### config.mk
export PLATFORM = sky130hd
export DESIGN_NAME = traffic_ctrl_nway
export DESIGN_NICKNAME = d
export VERILOG_FILES = /design/src/rtl/traffic_pkg.sv /design/src/rtl/traffic_ctrl_nway_sec_tick_gen.sv /design/src/rtl/traffic_ctrl_nway.sv
export SDC_FILE = /design/constraint.sdc
export NUM_CORES = 1
export LEC_CHECK = 0
export BUFFER_PORTS_ARGS = -buffer_cell sky130_fd_sc_hd__buf_2
export CORE_MARGIN = 5
export CORE_UTILIZATION = 64
export DETAILED_ROUTE_END_ITERATION = 10
export PLACE_DENSITY = 0.88
export RECOVER_POWER = 50
export SETUP_SLACK_MARGIN = 0.4
export SYNTH_ARGS = -nofsm -noshare
export SYNTH_HDL_FRONTEND = slang
export SYNTH_SLANG_ARGS = --single-unit
### constraint.sdc
create_clock -name clk_i -period 5.8 [get_ports clk_i]
set_clock_uncertainty 0.2 [all_clocks]
set_input_delay 0.87 -clock clk_i [delete_from_list [all_inputs] [get_ports clk_i]]
set_output_delay 0.87 -clock clk_i [all_outputs]
set_load 0.05 [all_outputs]
### src/rtl/traffic_pkg.sv
// Shared definitions for the N-way traffic light controller: lamp codes,
// FSM state encoding, phase counter width and a phase-length helper.
package traffic_pkg;

  localparam logic [1:0] LAMP_RED    = 2'b00;
  localparam logic [1:0] LAMP_YELLOW = 2'b01;
  localparam logic [1:0] LAMP_GREEN  = 2'b10;

  localparam int PH_W = 8;

  typedef enum logic [1:0] {
    STARTUP = 2'd0,
    GREEN   = 2'd1,
    YELLOW  = 2'd2,
    WALK    = 2'd3
  } state_t;

  // Terminal count of a phase lasting dur ticks; a length of 0 acts as 1.
  function automatic logic [PH_W-1:0] phaseLast(input int dur);
    if (dur <= 1) begin
      return '0;
    end
    return PH_W'(dur - 1);
  endfunction

endpackage

### src/rtl/traffic_ctrl_nway_sec_tick_gen.sv
// Seconds prescaler: counts 0..CLK_DIV-1 and flags the last count of each
// wrap as a one-cycle tick.
module sec_tick_gen #(
  parameter int CLK_DIV = 50000000
) (
  input  logic clk_i,
  input  logic reset_i,
  output logic sec_tick_o
);

  localparam int CW = (CLK_DIV > 1) ? $clog2(CLK_DIV) : 1;
  localparam logic [CW-1:0] LAST = CW'(CLK_DIV - 1);

  logic [CW-1:0] count_q;
  logic [CW-1:0] count_d;

  // Wrap back to zero after the last count, otherwise step by one.
  always_comb begin
    count_d = (count_q == LAST) ? '0 : count_q + CW'(1);
  end

  // Prescaler register, cleared by reset so the first tick is CLK_DIV cycles out.
  always_ff @(posedge clk_i) begin
    if (reset_i) begin
      count_q <= '0;
    end else begin
      count_q <= count_d;
    end
  end

  assign sec_tick_o = (count_q == LAST);

endmodule

### src/rtl/traffic_ctrl_nway.sv
// N-way intersection light controller with demand-driven direction skipping
// and green extension. Optional pedestrian all-red WALK phase is compiled in
// when the macro TRAFFIC_PED_EN is defined.
module traffic_ctrl_nway
  import traffic_pkg::*;
#(
  parameter int NUM_DIR     = 4,
  parameter int CLK_DIV     = 50000000,
  parameter int STARTUP_SEC = 1,
  parameter int GREEN_SEC   = 5,
  parameter int YELLOW_SEC  = 1,
  parameter int WALK_SEC    = 4
) (
  input  logic                         clk_i,
  input  logic                         reset_i,
  input  logic [NUM_DIR-1:0]           demand_i,
  output logic [2*NUM_DIR-1:0]         lights_o,
  output logic [$clog2(NUM_DIR)-1:0]   active_dir_o,
  output logic                         sec_tick_o
`ifdef TRAFFIC_PED_EN
  ,
  input  logic                         ped_req_i,
  output logic                         walk_o
`endif
);

  localparam int DW = $clog2(NUM_DIR);

  localparam logic [PH_W-1:0] STARTUP_LAST = phaseLast(STARTUP_SEC);
  localparam logic [PH_W-1:0] GREEN_LAST   = phaseLast(GREEN_SEC);
  localparam logic [PH_W-1:0] YELLOW_LAST  = phaseLast(YELLOW_SEC);
  localparam logic [PH_W-1:0] WALK_LAST    = phaseLast(WALK_SEC);

  state_t               state_q, state_d;
  logic [DW-1:0]        activeDir_q, activeDir_d;
  logic [DW-1:0]        nextDir_q, nextDir_d;
  logic [PH_W-1:0]      phaseCnt_q, phaseCnt_d;
  logic [2*NUM_DIR-1:0] lights_q, lights_d;
  logic                 secTick;
  logic [PH_W-1:0]      lastCnt;
  logic                 phaseEnd;
  logic                 illegal;
  logic                 rrFound;
  logic [DW-1:0]        rrDir;
  logic [DW-1:0]        incDir;
`ifdef TRAFFIC_PED_EN
  logic                 pedPending_q, pedPending_d;
  logic                 walk_q, walk_d;
  logic                 enterWalk;
`endif

  sec_tick_gen #(
    .CLK_DIV (CLK_DIV)
  ) u_sec_tick_gen (
    .clk_i      (clk_i),
    .reset_i    (reset_i),
    .sec_tick_o (secTick)
  );

  // Round-robin search for the first demanding direction after the active one.
  always_comb begin
    rrFound = 1'b0;
    rrDir   = '0;
    for (int i = 1; i < NUM_DIR; i++) begin
      int idx;
      idx = int'(activeDir_q) + i;
      if (idx >= NUM_DIR) begin
        idx = idx - NUM_DIR;
      end
      if (!rrFound && demand_i[idx]) begin
        rrFound = 1'b1;
        rrDir   = DW'(idx);
      end
    end
    incDir = (activeDir_q >= DW'(NUM_DIR - 1)) ? '0 : activeDir_q + DW'(1);
  end

  // Next-state logic, phase timing and registered lamp decode of the next state.
  always_comb begin
    state_d     = state_q;
    activeDir_d = activeDir_q;
    nextDir_d   = nextDir_q;
    illegal     = 1'b0;
`ifdef TRAFFIC_PED_EN
    enterWalk   = 1'b0;
`endif

    case (state_q)
      STARTUP: lastCnt = STARTUP_LAST;
      GREEN:   lastCnt = GREEN_LAST;
      YELLOW:  lastCnt = YELLOW_LAST;
      WALK:    lastCnt = WALK_LAST;
      default: lastCnt = '0;
    endcase
    phaseEnd = secTick && (phaseCnt_q == lastCnt);

    if (phaseEnd) begin
      phaseCnt_d = '0;
    end else if (secTick) begin
      phaseCnt_d = phaseCnt_q + PH_W'(1);
    end else begin
      phaseCnt_d = phaseCnt_q;
    end

    case (state_q)
      STARTUP: begin
        if (phaseEnd) begin
          state_d     = GREEN;
          activeDir_d = '0;
        end
      end
      GREEN: begin
        if (phaseEnd) begin
          if (rrFound) begin
            nextDir_d = rrDir;
            state_d   = YELLOW;
          end else if (!demand_i[activeDir_q]) begin
            nextDir_d = incDir;
            state_d   = YELLOW;
          end
        end
      end
      YELLOW: begin
        if (phaseEnd) begin
`ifdef TRAFFIC_PED_EN
          if (pedPending_q) begin
            state_d   = WALK;
            enterWalk = 1'b1;
          end else begin
            state_d     = GREEN;
            activeDir_d = nextDir_q;
          end
`else
          state_d     = GREEN;
          activeDir_d = nextDir_q;
`endif
        end
      end
`ifdef TRAFFIC_PED_EN
      WALK: begin
        if (phaseEnd) begin
          state_d     = GREEN;
          activeDir_d = nextDir_q;
        end
      end
`endif
      default: begin
        illegal     = 1'b1;
        state_d     = STARTUP;
        activeDir_d = '0;
        nextDir_d   = '0;
        phaseCnt_d  = '0;
      end
    endcase

    lights_d = {NUM_DIR{LAMP_RED}};
    if (!illegal) begin
      case (state_d)
        STARTUP: lights_d = {NUM_DIR{LAMP_YELLOW}};
        GREEN: begin
          for (int d = 0; d < NUM_DIR; d++) begin
            if (DW'(d) == activeDir_d) begin
              lights_d[2*d +: 2] = LAMP_GREEN;
            end
          end
        end
        YELLOW: begin
          for (int d = 0; d < NUM_DIR; d++) begin
            if (DW'(d) == activeDir_d || DW'(d) == nextDir_d) begin
              lights_d[2*d +: 2] = LAMP_YELLOW;
            end
          end
        end
        default: lights_d = {NUM_DIR{LAMP_RED}};
      endcase
    end

`ifdef TRAFFIC_PED_EN
    walk_d       = (state_d == WALK) && !illegal;
    pedPending_d = (pedPending_q && !enterWalk) || ped_req_i;
`endif
  end

  // Controller state registers; reset restarts from the all-yellow phase.
  always_ff @(posedge clk_i) begin
    if (reset_i) begin
      state_q     <= STARTUP;
      activeDir_q <= '0;
      nextDir_q   <= '0;
      phaseCnt_q  <= '0;
      lights_q    <= {NUM_DIR{LAMP_YELLOW}};
    end else begin
      state_q     <= state_d;
      activeDir_q <= activeDir_d;
      nextDir_q   <= nextDir_d;
      phaseCnt_q  <= phaseCnt_d;
      lights_q    <= lights_d;
    end
  end

`ifdef TRAFFIC_PED_EN
  // Pedestrian request latch and walk lamp register.
  always_ff @(posedge clk_i) begin
    if (reset_i) begin
      pedPending_q <= 1'b0;
      walk_q       <= 1'b0;
    end else begin
      pedPending_q <= pedPending_d;
      walk_q       <= walk_d;
    end
  end

  assign walk_o = walk_q;
`endif

  assign lights_o     = lights_q;
  assign active_dir_o = activeDir_q;
  assign sec_tick_o   = secTick;

endmodule

# Word-level counts from Yosys, hierarchy flattened
# Cells that the tools add are included.
[classes]
addsub = 9
n_lt_le_gt_ge = 8
n_eq_ne = 13
muxes = 44
bitwise_logic = 1
reduce_logical = 18
[op_table]
columns = ["operator", "n"]
rows = [
  ["less-than comparator 32 x 4 -> 1 bit (second input constant)", 3],
  ["2-to-1 mux 32 bit", 3],
  ["one-hot mux 8 bit (3 select lines)", 2],
  ["2-to-1 mux 2 bit", 17],
  ["adder 26 x 1 -> 26 bit (second input constant)", 1],
  ["== test 26 bit (second input constant)", 1],
  ["2-to-1 mux 1 bit", 14],
  ["subtractor 3 x 3 -> 4 bit (second input constant)", 3],
  [">= comparator 3 bit (second input constant)", 3],
  ["adder 8 x 1 -> 8 bit (second input constant)", 1],
  ["binary-select mux 1 bit (select 2 bit)", 4],
  ["== test 2 bit (first input constant)", 4],
  ["== test 8 bit", 1],
  ["logical NOT 2 bit", 4],
  ["one-hot mux 2 bit (2 select lines)", 2],
  ["2-to-1 mux 7 bit", 1],
  ["adder 2 x 2 -> 3 bit (second input constant)", 2],
  ["== test 2 bit (second input constant)", 3],
  ["one-hot mux 2 bit (3 select lines)", 1],
  ["OR reduction 2 bit", 3],
  ["OR reduction 3 bit", 2],
  ["== test 1 x 2 -> 1 bit (first input constant)", 2],
  ["== test 2 x 1 -> 1 bit (second input constant)", 2],
  ["logical OR 1 bit", 4],
  ["other kinds (7)", 10],
]
[word_totals]
register_bits = 48
input_bits = 6
out_inout_bits = 11

# Longest topological paths before layout
# Gate-level depths: netlist of run 1.
[depth]
ltp_word = 21
depth_mapped = 9
depth_no_buf = 8

# Cells and area by module
# From an unflattened synthesis of run 1, not the netlist that was laid out.
[hier_totals]
hier_cells = 298
hier_area_um2 = 2577.5
[by_module_without_submodules]
columns = ["module", "instances", "cells_each", "area_each_um2", "seq_area_each_um2"]
rows = [
  ["traffic_ctrl_nway", 1, 151, 1320.0, 440.4],
  ["sec_tick_gen", 1, 147, 1257.5, 520.5],
]

# Worst setup path before layout of run 1
# No wires, ideal clock.
[synth_timing]
kind = "input to register"
start = "in demand_i[3]"
end = "reg lights_q[4] (netlist: lights_o[4])"
setup_time_ns = 0.120
arrival_time_ns = 2.412
required_time_ns = 5.480
setup_slack_ns = 3.069
path_stages = 8
n_path_buf = 1
cell_sequence = "buf_2 > a21boi_0 > nor4_1 > o22ai_1 > a2111oi_2 > nor3_2 > a21boi_1 > o31a_1"
[synth_between]
elab_chain_len = 18
word_cells_on_any_way = 37
classes_between = "eq/ne (3); mux (28); reduce/logical (6)"
[synth_rtl]
columns = ["item", "line_no", "text"]
rows = [
  ["start, declared", "traffic_ctrl_nway.sv:16", "input logic [NUM_DIR-1:0] demand_i,"],
  ["binary-select mux 1 bit (select 2 bit)", "traffic_ctrl_nway.sv:70", "if (!rrFound && demand_i[idx]) begin"],
  ["2-to-1 mux 1 bit (implied by the code) (2 in series)", "traffic_ctrl_nway.sv:70", ""],
  ["2-to-1 mux 1 bit", "traffic_ctrl_nway.sv:70", ""],
  ["logical NOT 1 bit", "traffic_ctrl_nway.sv:70", ""],
  ["logical AND 1 bit", "traffic_ctrl_nway.sv:70", ""],
  ["2-to-1 mux 1 bit", "traffic_ctrl_nway.sv:70", ""],
  ["logical NOT 1 bit", "traffic_ctrl_nway.sv:70", ""],
  ["logical AND 1 bit", "traffic_ctrl_nway.sv:70", ""],
  ["2-to-1 mux 2 bit / 2-to-1 mux 1 bit (equally long branches)", "traffic_ctrl_nway.sv:70", ""],
  ["2-to-1 mux 2 bit", "traffic_ctrl_nway.sv:114", "if (rrFound) begin"],
  ["2-to-1 mux 2 bit", "traffic_ctrl_nway.sv:113", "if (phaseEnd) begin"],
  ["one-hot mux 2 bit (2 select lines)", "traffic_ctrl_nway.sv:105", "case (state_q)"],
  ["== test 2 bit", "traffic_ctrl_nway.sv:169", "if (DW'(d) == activeDir_d || DW'(d) == nextDir_d) begin"],
  ["logical OR 1 bit", "traffic_ctrl_nway.sv:169", ""],
  ["2-to-1 mux 1 bit", "traffic_ctrl_nway.sv:169", ""],
  ["one-hot mux 8 bit (3 select lines) *", "traffic_ctrl_nway.sv:158", "case (state_d)"],
  ["2-to-1 mux 7 bit *", "traffic_ctrl_nway.sv:157", "if (!illegal) begin"],
  ["end signal, assigned", "traffic_ctrl_nway.sv:191", "lights_q <= {NUM_DIR{LAMP_YELLOW}};"],
  ["end signal, assigned", "traffic_ctrl_nway.sv:197", "lights_q <= lights_d;"],
  ["end, declared", "traffic_ctrl_nway.sv:38", "logic [2*NUM_DIR-1:0] lights_q, lights_d;"],
]
# Mark *: on every way between the ends. The rest lies on a longest branch, timed or not. The select of a mux whose other input is x is not followed.
# A chain may end at the register's enable or synchronous reset.

# Worst setup path in the final report of run 1
[layout_timing]
start = "reg u_sec_tick_gen.count_q[10]"
end = "out sec_tick_o"
[layout_between]
elab_chain_len = 1
[layout_rtl]
columns = ["item", "line_no", "text"]
rows = [
  ["start, declared", "traffic_ctrl_nway_sec_tick_gen.sv:14", "logic [CW-1:0] count_q;"],
  ["start signal, assigned", "traffic_ctrl_nway_sec_tick_gen.sv:27", "count_q <= count_d;"],
  ["== test 26 bit", "traffic_ctrl_nway_sec_tick_gen.sv:31", "assign sec_tick_o = (count_q == LAST);"],
  ["end, declared", "traffic_ctrl_nway.sv:19", "output logic sec_tick_o"],
]
# No other way between the ends.

==> impl_results.md, run 1 <==
- Initial Utilization: 0.6699
- Worst stage delay on the critical path: about 0.4 ns
- Post-CTS sizing: 0
- Max IR drop VDD: about 240 uV
- CTS tree: yes
- N_diodes: 0
- H-Tree Depth: 2
- RSZ-0062 raised after global routing: false
- Netlist cell types: between 50 and 60
- Overflow after GRT: 0
- Rel. slew slack: 0.06056
- Longest Clk Path Bufs: 2
- Setup violators final: 0
- Post-Synthesis Cells: 290
- IO Count: 17
- Worst-path fanout max: 4
- Starting DRT DRC Count: roughly 200
- Final ANT Viol Nets: 0
- Post-Route Setup TNS: 0 ns
- Row Count: 22
- Setup WS pre-CTS: slightly below 3 ns
- Crit end category: primary output
- Avg WL per Cell: 13.55 um
- Die X: 72.14 um
- Largest net degree at the start of global routing: 27
- Min Tclk post-route: slightly below 3 ns
- Max Fclk: 343.9 MHz
- Final core occ: 0.7215
- Status: finished, final reports clean
- Post-route DRC: 0
- Max Cap Viol: 0
- Synthesized area: roughly 2500 um2
- Hold Crit Class: register to register
- Top FF cell, synth: dfxtp_1
- Core area: about 3700 um2
- Final worst slack: approximately 2.9 ns
- DIE AREA: between 5000 and 6000 um2
- GPL Wtd Cong: about 0.91
- Clock-pin slew on the worst setup and hold paths: approximately 0.090 ns
- Top post-synthesis cells by area: dfxtp_1, nor2_1, xor2_1
- Syn nets: about 300
- Worst Path Class, Setup: register to primary output
- Layout cells sized above 1: 0.09934
- Vias: ~2000
- Num Clock Sinks: 48
- Period utilization: 0.5013
- Vias in the first global route: between 1500 and 2000
- Dpl hpwl: between 3000 and 4000 um
- Fin. max-slew vios: 0
- Yosys top cell area share: 0.3889
- Global Route Usage Sum: 0.1939
- Vias per cell: between 5 and 6
- Leading area contributor after synthesis: dfxtp_1
- Clock latency on the worst-skew pair: between 0.3 and 0.4 ns
- Root buffer cell: clkbuf_8
- FFs w/ async S/R, synth: 0
- Pwr Total: just over 0.6 mW
- Critical Path Start Type: register
- Synth-to-Final Area Change: 7.696%
- Post-CTS setup buffer count: 0
- Sequential element share of the synthesized area: 0.3889
- Die H: about 70 um
- Slowest CP cell: nor4b_1
- Syn. warnings: 0
- Power per cell area: around 230 nW/um2
- Total wire length: about 4700 um
- Post-Layout Inst Area: 2661 um2
- Req. time, crit path: ~4.7 ns
- FF+latch count, synth: 48
- DP Area: roughly 2600 um2
- Initial antenna violation count: 0
- Hold_buf cts: 0
- Drt first pass iters: 5
- Critical Path AT: around 1.8 ns
- CTS Buf Count: 5
- Post-synthesis average cell area: approximately 8.5 um2
- Cells along the critical path: nor4b_1 > and4b_1 > and3_1 > buf_2
- Leak Pwr: about 0.92 nW
- Final hold viol count: 0
- First-pass GRT wire length: 8169 um
- Port buffer count: 16
- Worst Max-Slew Pin Slew: about 1.4 ns
- Nets: between 300 and 400
- EDFF count, synth: 0
==> worst max-delay path: cells and delay by family (launching register included) <==
family / cells / cell delay, ns
AND/OR/NAND/NOR: 3 / 0.92
flip-flops: 1 / 0.35
buffers and inverters: 1 / 0.26
==> sequential cells by signal, summed over array words and instances (netlist names) <==
name and cells:
u_sec_tick_gen.count_q 26, active_dir_o 2, lights_o 8, phaseCnt_q 8
nextDir_q 2, state_q 2
==> final cells by class <==
| cell class | instances | area, um2 |
|---|---|---|
| Clock buffer | 5 | 68.82 |
| Clock inverter | 3 | 46.29 |
| Fill cell | 299 | 1027 |
| Inverter | 11 | 41.29 |
| Multi-Input combinational cell | 219 | 1414 |
| Sequential cell | 48 | 960.9 |
| Tap cell | 48 | 60.06 |
| Timing Repair Buffer | 16 | 70.07 |
==> power breakdown <==
group / internal, mW / total [mW] / switching (mW)
Combinational: 0.00934 / 0.0265 / 0.0172
Sequential: 0.332 / 0.334 / 0.00215
Clock: 0.130 / 0.249 / 0.119
Total: 0.471 / 0.610 / 0.138
==> cell families after synthesis <==
| kind of cell | synth area share |
|---|---|
| AO/OA/AOI/OAI | 0.1529 |
| XOR/XNOR | 0.1028 |
| adder cells (fa/ha/maj) | 0.01519 |
| buffers and inverters | 0.03899 |
| flip-flops | 0.3889 |
| multiplexers | 0.004051 |
| AND/OR/NAND/NOR | 0.2972 |
==> cells in the mapped netlist, types with 2 or more instances <==
library cell / number
inv_1: 11
nand3b_1: 5
buf_2: 8
and4_1: 4
a21o_1: 2
a211oi_2: 2
nor2_1: 53
o21ai_0: 6
nor3_1: 12
xor2_1: 16
nand4_1: 8
a21oi_1: 10
o22ai_1: 6
nand2_1: 17
a21boi_1: 3
nor4_1: 2
nand3_1: 13
nor3_2: 4
or3_1: 4
ha_1: 3
xnor2_1: 13
clkbuf_1: 4
and3_1: 5
nand2b_1: 2
o31a_1: 2
dfxtp_1: 48
==> stage by stage <==
stage                     hold WS, ns  cells
final                          0.2752    350
after CTS                      0.2822    350
after global routing           0.3364    350
after floorplan                0.2302    290
after global placement         0.2496    342
after detailed placement       0.2600    342
==> layout by cell type, fill, tap and decap left out, types with 6 or more instances in the layout <==
cell type,count
nand3_1,13
o21ai_0,6
dfxtp_1,48
o22ai_1,6
clkbuf_1,8
nand4_1,8
buf_2,8
nor2_1,53
a21oi_1,10
nand2_1,17
inv_1,11
xnor2_1,13
nor3_1,12
xor2_1,16
==> final timing paths <==
check	start	to	slack, ns	depth (start not counted)
worst max-delay path	u_sec_tick_gen.count_q[10]	sec_tick_o	2.89	4
worst max register to register	u_sec_tick_gen.count_q[10]	u_sec_tick_gen.count_q[16]	2.98	5
worst min-delay path	u_sec_tick_gen.count_q[0]	u_sec_tick_gen.count_q[0]	0.28	1
worst min register to register	u_sec_tick_gen.count_q[0]	u_sec_tick_gen.count_q[0]	0.28	1
==> layer usage <==
| layer | track usage | wire length [um] | part of all wire | up-vias |
|---|---|---|---|---|
| li1 | - | - | - | 1044 |
| met1 | 0.2539 | 2236 | 0.47 | 941 |
| met2 | 0.3124 | 2215 | 0.47 | 44 |
| met3 | 0.04155 | 214 | 0.045 | 8 |
| met4 | 0.07307 | 77 | 0.016 | 0 |
| met5 | 0 | 0 | 0 | - |
Power figures use the tool's default switching activity.
==> inputs of run 2 (changes only) <==
Settings changed: CORE_UTILIZATION 64 to 60, PLACE_DENSITY 0.88 to 0.83.
Clock period 5.8 ns to 2.9 ns, I/O delays scaled along.
==> impl_results.md, run 2 (same netlist as run 1, synthesis figures left out) <==
- Internal power: slightly above 1 mW
- Vias per cell: ~5.8
- Layout cells sized above 1: 0.1148
- Clock power share: 0.431
- Req. time, crit path: 2.89 ns
- Setup violators final: 0
- Final hold viol count: 0
- Vias: 2070
- Largest net degree at the start of global routing: 27
- Global Route Usage Sum: 0.1999
- RSZ-0062 raised after global routing: true
- Post-Route Setup TNS: 0 ns
- Die X: roughly 74 um
- Initial antenna violation count: 0
- Fin. max-slew vios: 0
- R2R cell count: 8
- Register share of total power: 0.524
- Longest Clk Path Bufs: 2
- Worst Path Class, Setup: register to register
- Fin Hold WS: 0.2522 ns
- Num Clock Sinks: 48
- Root buffer cell: clkbuf_8
- Cells along the critical path: ha_4 > nand4_1 > nor3_1 > o2111ai_1 > a2111oi_2 > nor3_2 > a21boi_1 > o31a_1
- Final ANT Viol Nets: 0
- Worst Max-Slew Pin Slew: 0.8506 ns
- Dpl hpwl: roughly 3400 um
- H-Tree Depth: 2
- Switching share of power: 0.1983
- Rel. slew slack: 0.4329
- Synth-to-Final Area Change: 10.33%
- Worst Setup EP: lights_o[4]
- Most common cell after layout, fill and taps aside: nor2_1
- Nets: 314
- DIE AREA: roughly 5500 um2
- Starting DRT DRC Count: ~120
- Most frequent cells in the layout: nor2_1, dfxtp_1, nand2_1
- Leak Pwr: about 0.95 nW
- Logic gate share of total power: 0.045
- CTS Buf Count: 5
- Vias in the first global route: 1958
- Power per cell area: around 470 nW/um2
- Max Fclk: a little under 400 MHz
- Worst-path fanout max: 5
- Worst stage delay on the critical path: between 0.3 and 0.4 ns
- Post-route DRC: 0
- Total wire length: about 5000 um
- Avg WL per Cell: between 10 and 15 um
- Drt first pass iters: 4
- Overflow after GRT: 0
- Max reg flops: 26
- Clock latency on the worst-skew pair: 0.29 ns
- CTS tree: yes
- Initial Utilization: 0.6178
- Critical Path AT: 2.56 ns
- R2r startpoint: u_sec_tick_gen.count_q[0]
- GPL Wtd Cong: 0.8982
- Status: finished, final reports clean
- Hold Crit Class: input pin to register
- RR Endpoint: lights_o[4]
- Critical Path Start Type: register
- Biggest register: u_sec_tick_gen.count_q
- Max Cap Viol: 0
- Die H: 74.18 um
- Reg2reg setup slack: 0.33 ns
- Origin of the worst setup path: u_sec_tick_gen.count_q[0]
- Min Tclk post-route: between 2 and 3 ns
- N_diodes: 0
- Row Count: 23
- Max IR drop VDD: around 380 uV
- IO Count: 17
- First-pass GRT wire length: ~8700 um
- Port buffer count: 16
- Crit end category: register
- Clock-pin slew on the worst setup and hold paths: ~0.09 ns
- Period utilization: 0.8849
- Slowest CP cell: dfxtp_2
- Core area: 4000 um2
- Switching power: roughly 0.25 mW
[run 2: cell count changes in the layout (fill, tap and decap cells not counted), sizes merged]
cell	change
inv	-1
bufinv	+1
clkbuf	+2
clkinvlp	-1
buf	+2
[run 2: cell type report]
cell class / count / area, um2
multi-input cells: 219 / 1424
fillers: 310 / 1274
flip-flops and latches: 48 / 972.2
repair buffers: 20 / 97.59
clock buffers: 5 / 68.82
well taps: 50 / 62.56
clock inverters: 2 / 60.06
inverters: 11 / 41.29
[run 2: critical path, delay by kind of cell, from the launching register on]
kind            cells  cell delay, ns
simple gates        3            0.60
compound gates      4            1.12
fa+ha+maj           1            0.16
flops               1            0.39
[run 2: power groups by stage]
stage / combinational (mW) / clock [mW] / sequential (mW)
floorplan: 0.0438 / 0 / 0.683
global placement: 0.0530 / 0 / 0.683
detailed placement: 0.0533 / 0 / 0.683
CTS: 0.0537 / 0.561 / 0.668
global route: 0.0640 / 0.592 / 0.669
finish: 0.0569 / 0.550 / 0.668
[run 2: per-stage QoR]
| step | cell area [um2] | setup WS, ns | total power, mW | utilization | cells |
|---|---|---|---|---|---|
| floorplan | 2474 | 0.4612 | 0.7264 | - | 290 |
| global placement | 2576 | 0.4836 | 0.7361 | 0.6440 | 346 |
| CTS | 2705 | 0.4020 | 1.283 | 0.6763 | 353 |
| finish | 2726 | 0.3338 | 1.275 | 0.6816 | 355 |
| global route | 2726 | 0.2338 | 1.325 | 0.6816 | 355 |
| detailed placement | 2576 | 0.4242 | 0.7367 | 0.6440 | 346 |
[run 2: repair_timing]
| item | 4_1_cts | 5_1_grt |
|---|---|---|
| resized for setup | 0 | 10 |
| setup endpoints to repair | 0 | 7 |
| buffers inserted | 0 | 2 |
| hold buffers | 0 | 0 |
[run 2: routing by layer]
layer | vias to the layer above | global-route usage | part of all wire
met5 | - | 0 | 0
met4 | 0 | 0.05433 | 0.011
met3 | 5 | 0.03649 | 0.030
met2 | 34 | 0.3484 | 0.50
met1 | 973 | 0.2536 | 0.46
li1 | 1058 | - | -
[run 2: how the worst min path moves through the flow]
stage	from	end	slack, ns	cells past startpoint
after global placement	u_sec_tick_gen.count_q[0]	u_sec_tick_gen.count_q[0]	0.25	1
after CTS	reset_i	nextDir_q[1]	0.24	2
after detailed placement	u_sec_tick_gen.count_q[0]	u_sec_tick_gen.count_q[0]	0.26	1
final	reset_i	active_dir_o[1]	0.25	2
after global routing	reset_i	active_dir_o[1]	0.25	2
after floorplan	u_sec_tick_gen.count_q[0]	u_sec_tick_gen.count_q[0]	0.23	1
==> inputs of run 3 (changes only) <==
Settings changed: CORE_MARGIN 5 to unset.
==> impl_results.md, run 3 (same netlist as run 1, synthesis figures left out) <==
- Post-Route Setup TNS: 0 ns
- IO Count: 17
- Clock latency on the worst-skew pair: between 0.2 and 0.3 ns
- Critical Path Start Type: register
- Worst-path fanout max: 5
- Rel. slew slack: 0.4208
- Final ANT Viol Nets: 0
- N_diodes: 0
- Largest net degree at the start of global routing: 27
- Crit end category: register
- Power per cell area: 417.6 nW/um2
- Max IR drop VDD: roughly 290 uV
- Min Tclk post-route: ~2.5 ns
- Hold_sp: reset_i
- Final hold viol count: 0
- Fillers: a little under 300
- Setup violators final: 0
- Port buffer count: 16
- Num Clock Sinks: 48
- Drt first pass iters: 4
- Vias per cell: around 5.8
- RSZ-0062 raised after global routing: false
- Longest Clk Path Bufs: 2
- Root buffer cell: clkbuf_8
- Cells after DPL: between 300 and 400
- Fin. max-slew vios: 0
- R2r startpoint: u_sec_tick_gen.count_q[0]
- DIE AREA: roughly 4400 um2
- Most frequent cells in the layout: nor2_1, dfxtp_1, nand2_1
- First-pass GRT wire length: slightly above 8000 um
- Biggest register: u_sec_tick_gen.count_q
- Initial Utilization: 0.6505
- Sequential cell area: approximately 970 um2
- Row Count: 22
- Die H: roughly 66 um
- Fin Hold WS: between 0.2 and 0.25 ns
- Max Cap Viol: 0
- Max Fclk: slightly above 400 MHz
- Initial antenna violation count: 0
- Global Route Usage Sum: 0.2403
- Core area: roughly 3800 um2
- Most common cell after layout, fill and taps aside: nor2_1
- Synth-to-Final Area Change: 10.63%
- Layout Cells excl Fill: 357
- Vias: ~2100
- Status: finished, final reports clean
- H-Tree Depth: 2
- Pwr Total: 1.142 mW
- Worst Max-Slew Pin Slew: ~0.87 ns
- Area taken by multi-input logic gates: 1438 um2
- Hold Crit Class: input pin to register
- Nets: approximately 320
- Total wire length: between 4000 and 5000 um
- Post-route DRC: 0
- Dpl hpwl: 3279 um
- CTS tree: yes
- Origin of the worst setup path: u_sec_tick_gen.count_q[0]
- Vias in the first global route: about 1800
- Avg WL per Cell: about 13 um
- Final core occ: 0.7197
- GPL Wtd Cong: just under 0.9
- Layout cells sized above 1: 0.1294
- Req. time, crit path: a little under 3 ns
- Max reg flops: 26
- Clock-pin slew on the worst setup and hold paths: approximately 0.080 ns
- Critical Path AT: approximately 2.5 ns
- Period utilization: 0.8560
- Die X: approximately 66 um
- CTS Buf Count: 5
- Starting DRT DRC Count: 183
- Overflow after GRT: 0
- Leak Pwr: ~1 nW
- Hold_buf cts: 0
- Worst Path Class, Setup: register to register
==> run 3: layout make-up <==
| type | count | share of cell area |
|---|---|---|
| multi-input combinational | 219 | 0.5259 |
| sequential | 48 | 0.3551 |
| timing repair buffer | 24 | 0.04668 |
| inverter | 11 | 0.01510 |
| tap | 48 | 0.02197 |
| clock buffer | 7 | 0.03524 |
==> run 3: power breakdown <==
| group | switching [mW] | leakage (nW) | internal, mW |
|---|---|---|---|
| Sequential | 0.00413 | 0.390 | 0.662 |
| Combinational | 0.0372 | 0.535 | 0.0233 |
| Clock | 0.203 | 0.0503 | 0.212 |
| Total | 0.244 | 0.975 | 0.898 |
==> run 3: repair_timing <==
| item | CTS | global route |
|---|---|---|
| resized for setup | 5 | 8 |
| buffers inserted | 5 | 1 |
| endpoints found under the setup margin | 4 | 10 |
| pin swaps | 6 | 2 |
| cloned | 0 | 0 |
==> run 3: metal layers <==
layer	routed length (um)	share of wire	vias up	global-route usage
met2	2322	0.48	40	0.4056
met4	61	0.013	0	0.07713
met5	0	0	-	0
li1	-	-	1061	-
met1	2232	0.46	963	0.3078
met3	187	0.039	8	0.04310
==> run 3: through the flow <==
step	worst slack, ns	instance area, um2
6_report	0.4175	2734
5_1_grt	0.2472	2734
4_1_cts	0.4239	2735
3_5_place_dp	0.3177	2574
3_3_place_gp	0.4315	2574
2_1_floorplan	0.4612	2474
==> run 3: final timing paths <==
kind	endpoint	slack, ns	cells past startpoint
max	lights_o[4]	0.42	8
min reg2reg	u_sec_tick_gen.count_q[24]	0.32	2
max reg2reg	lights_o[4]	0.42	8
min	active_dir_o[1]	0.25	2
==> run 3: worst max-delay path: stages, from the launching register on <==
cell       delay, ns
dfxtp_1         0.34
ha_1            0.21
nand4_1         0.22
nor3_4          0.28
o2111ai_1       0.30
a2111oi_4       0.30
nor3_2          0.11
a21boi_1        0.14
o31a_1          0.28
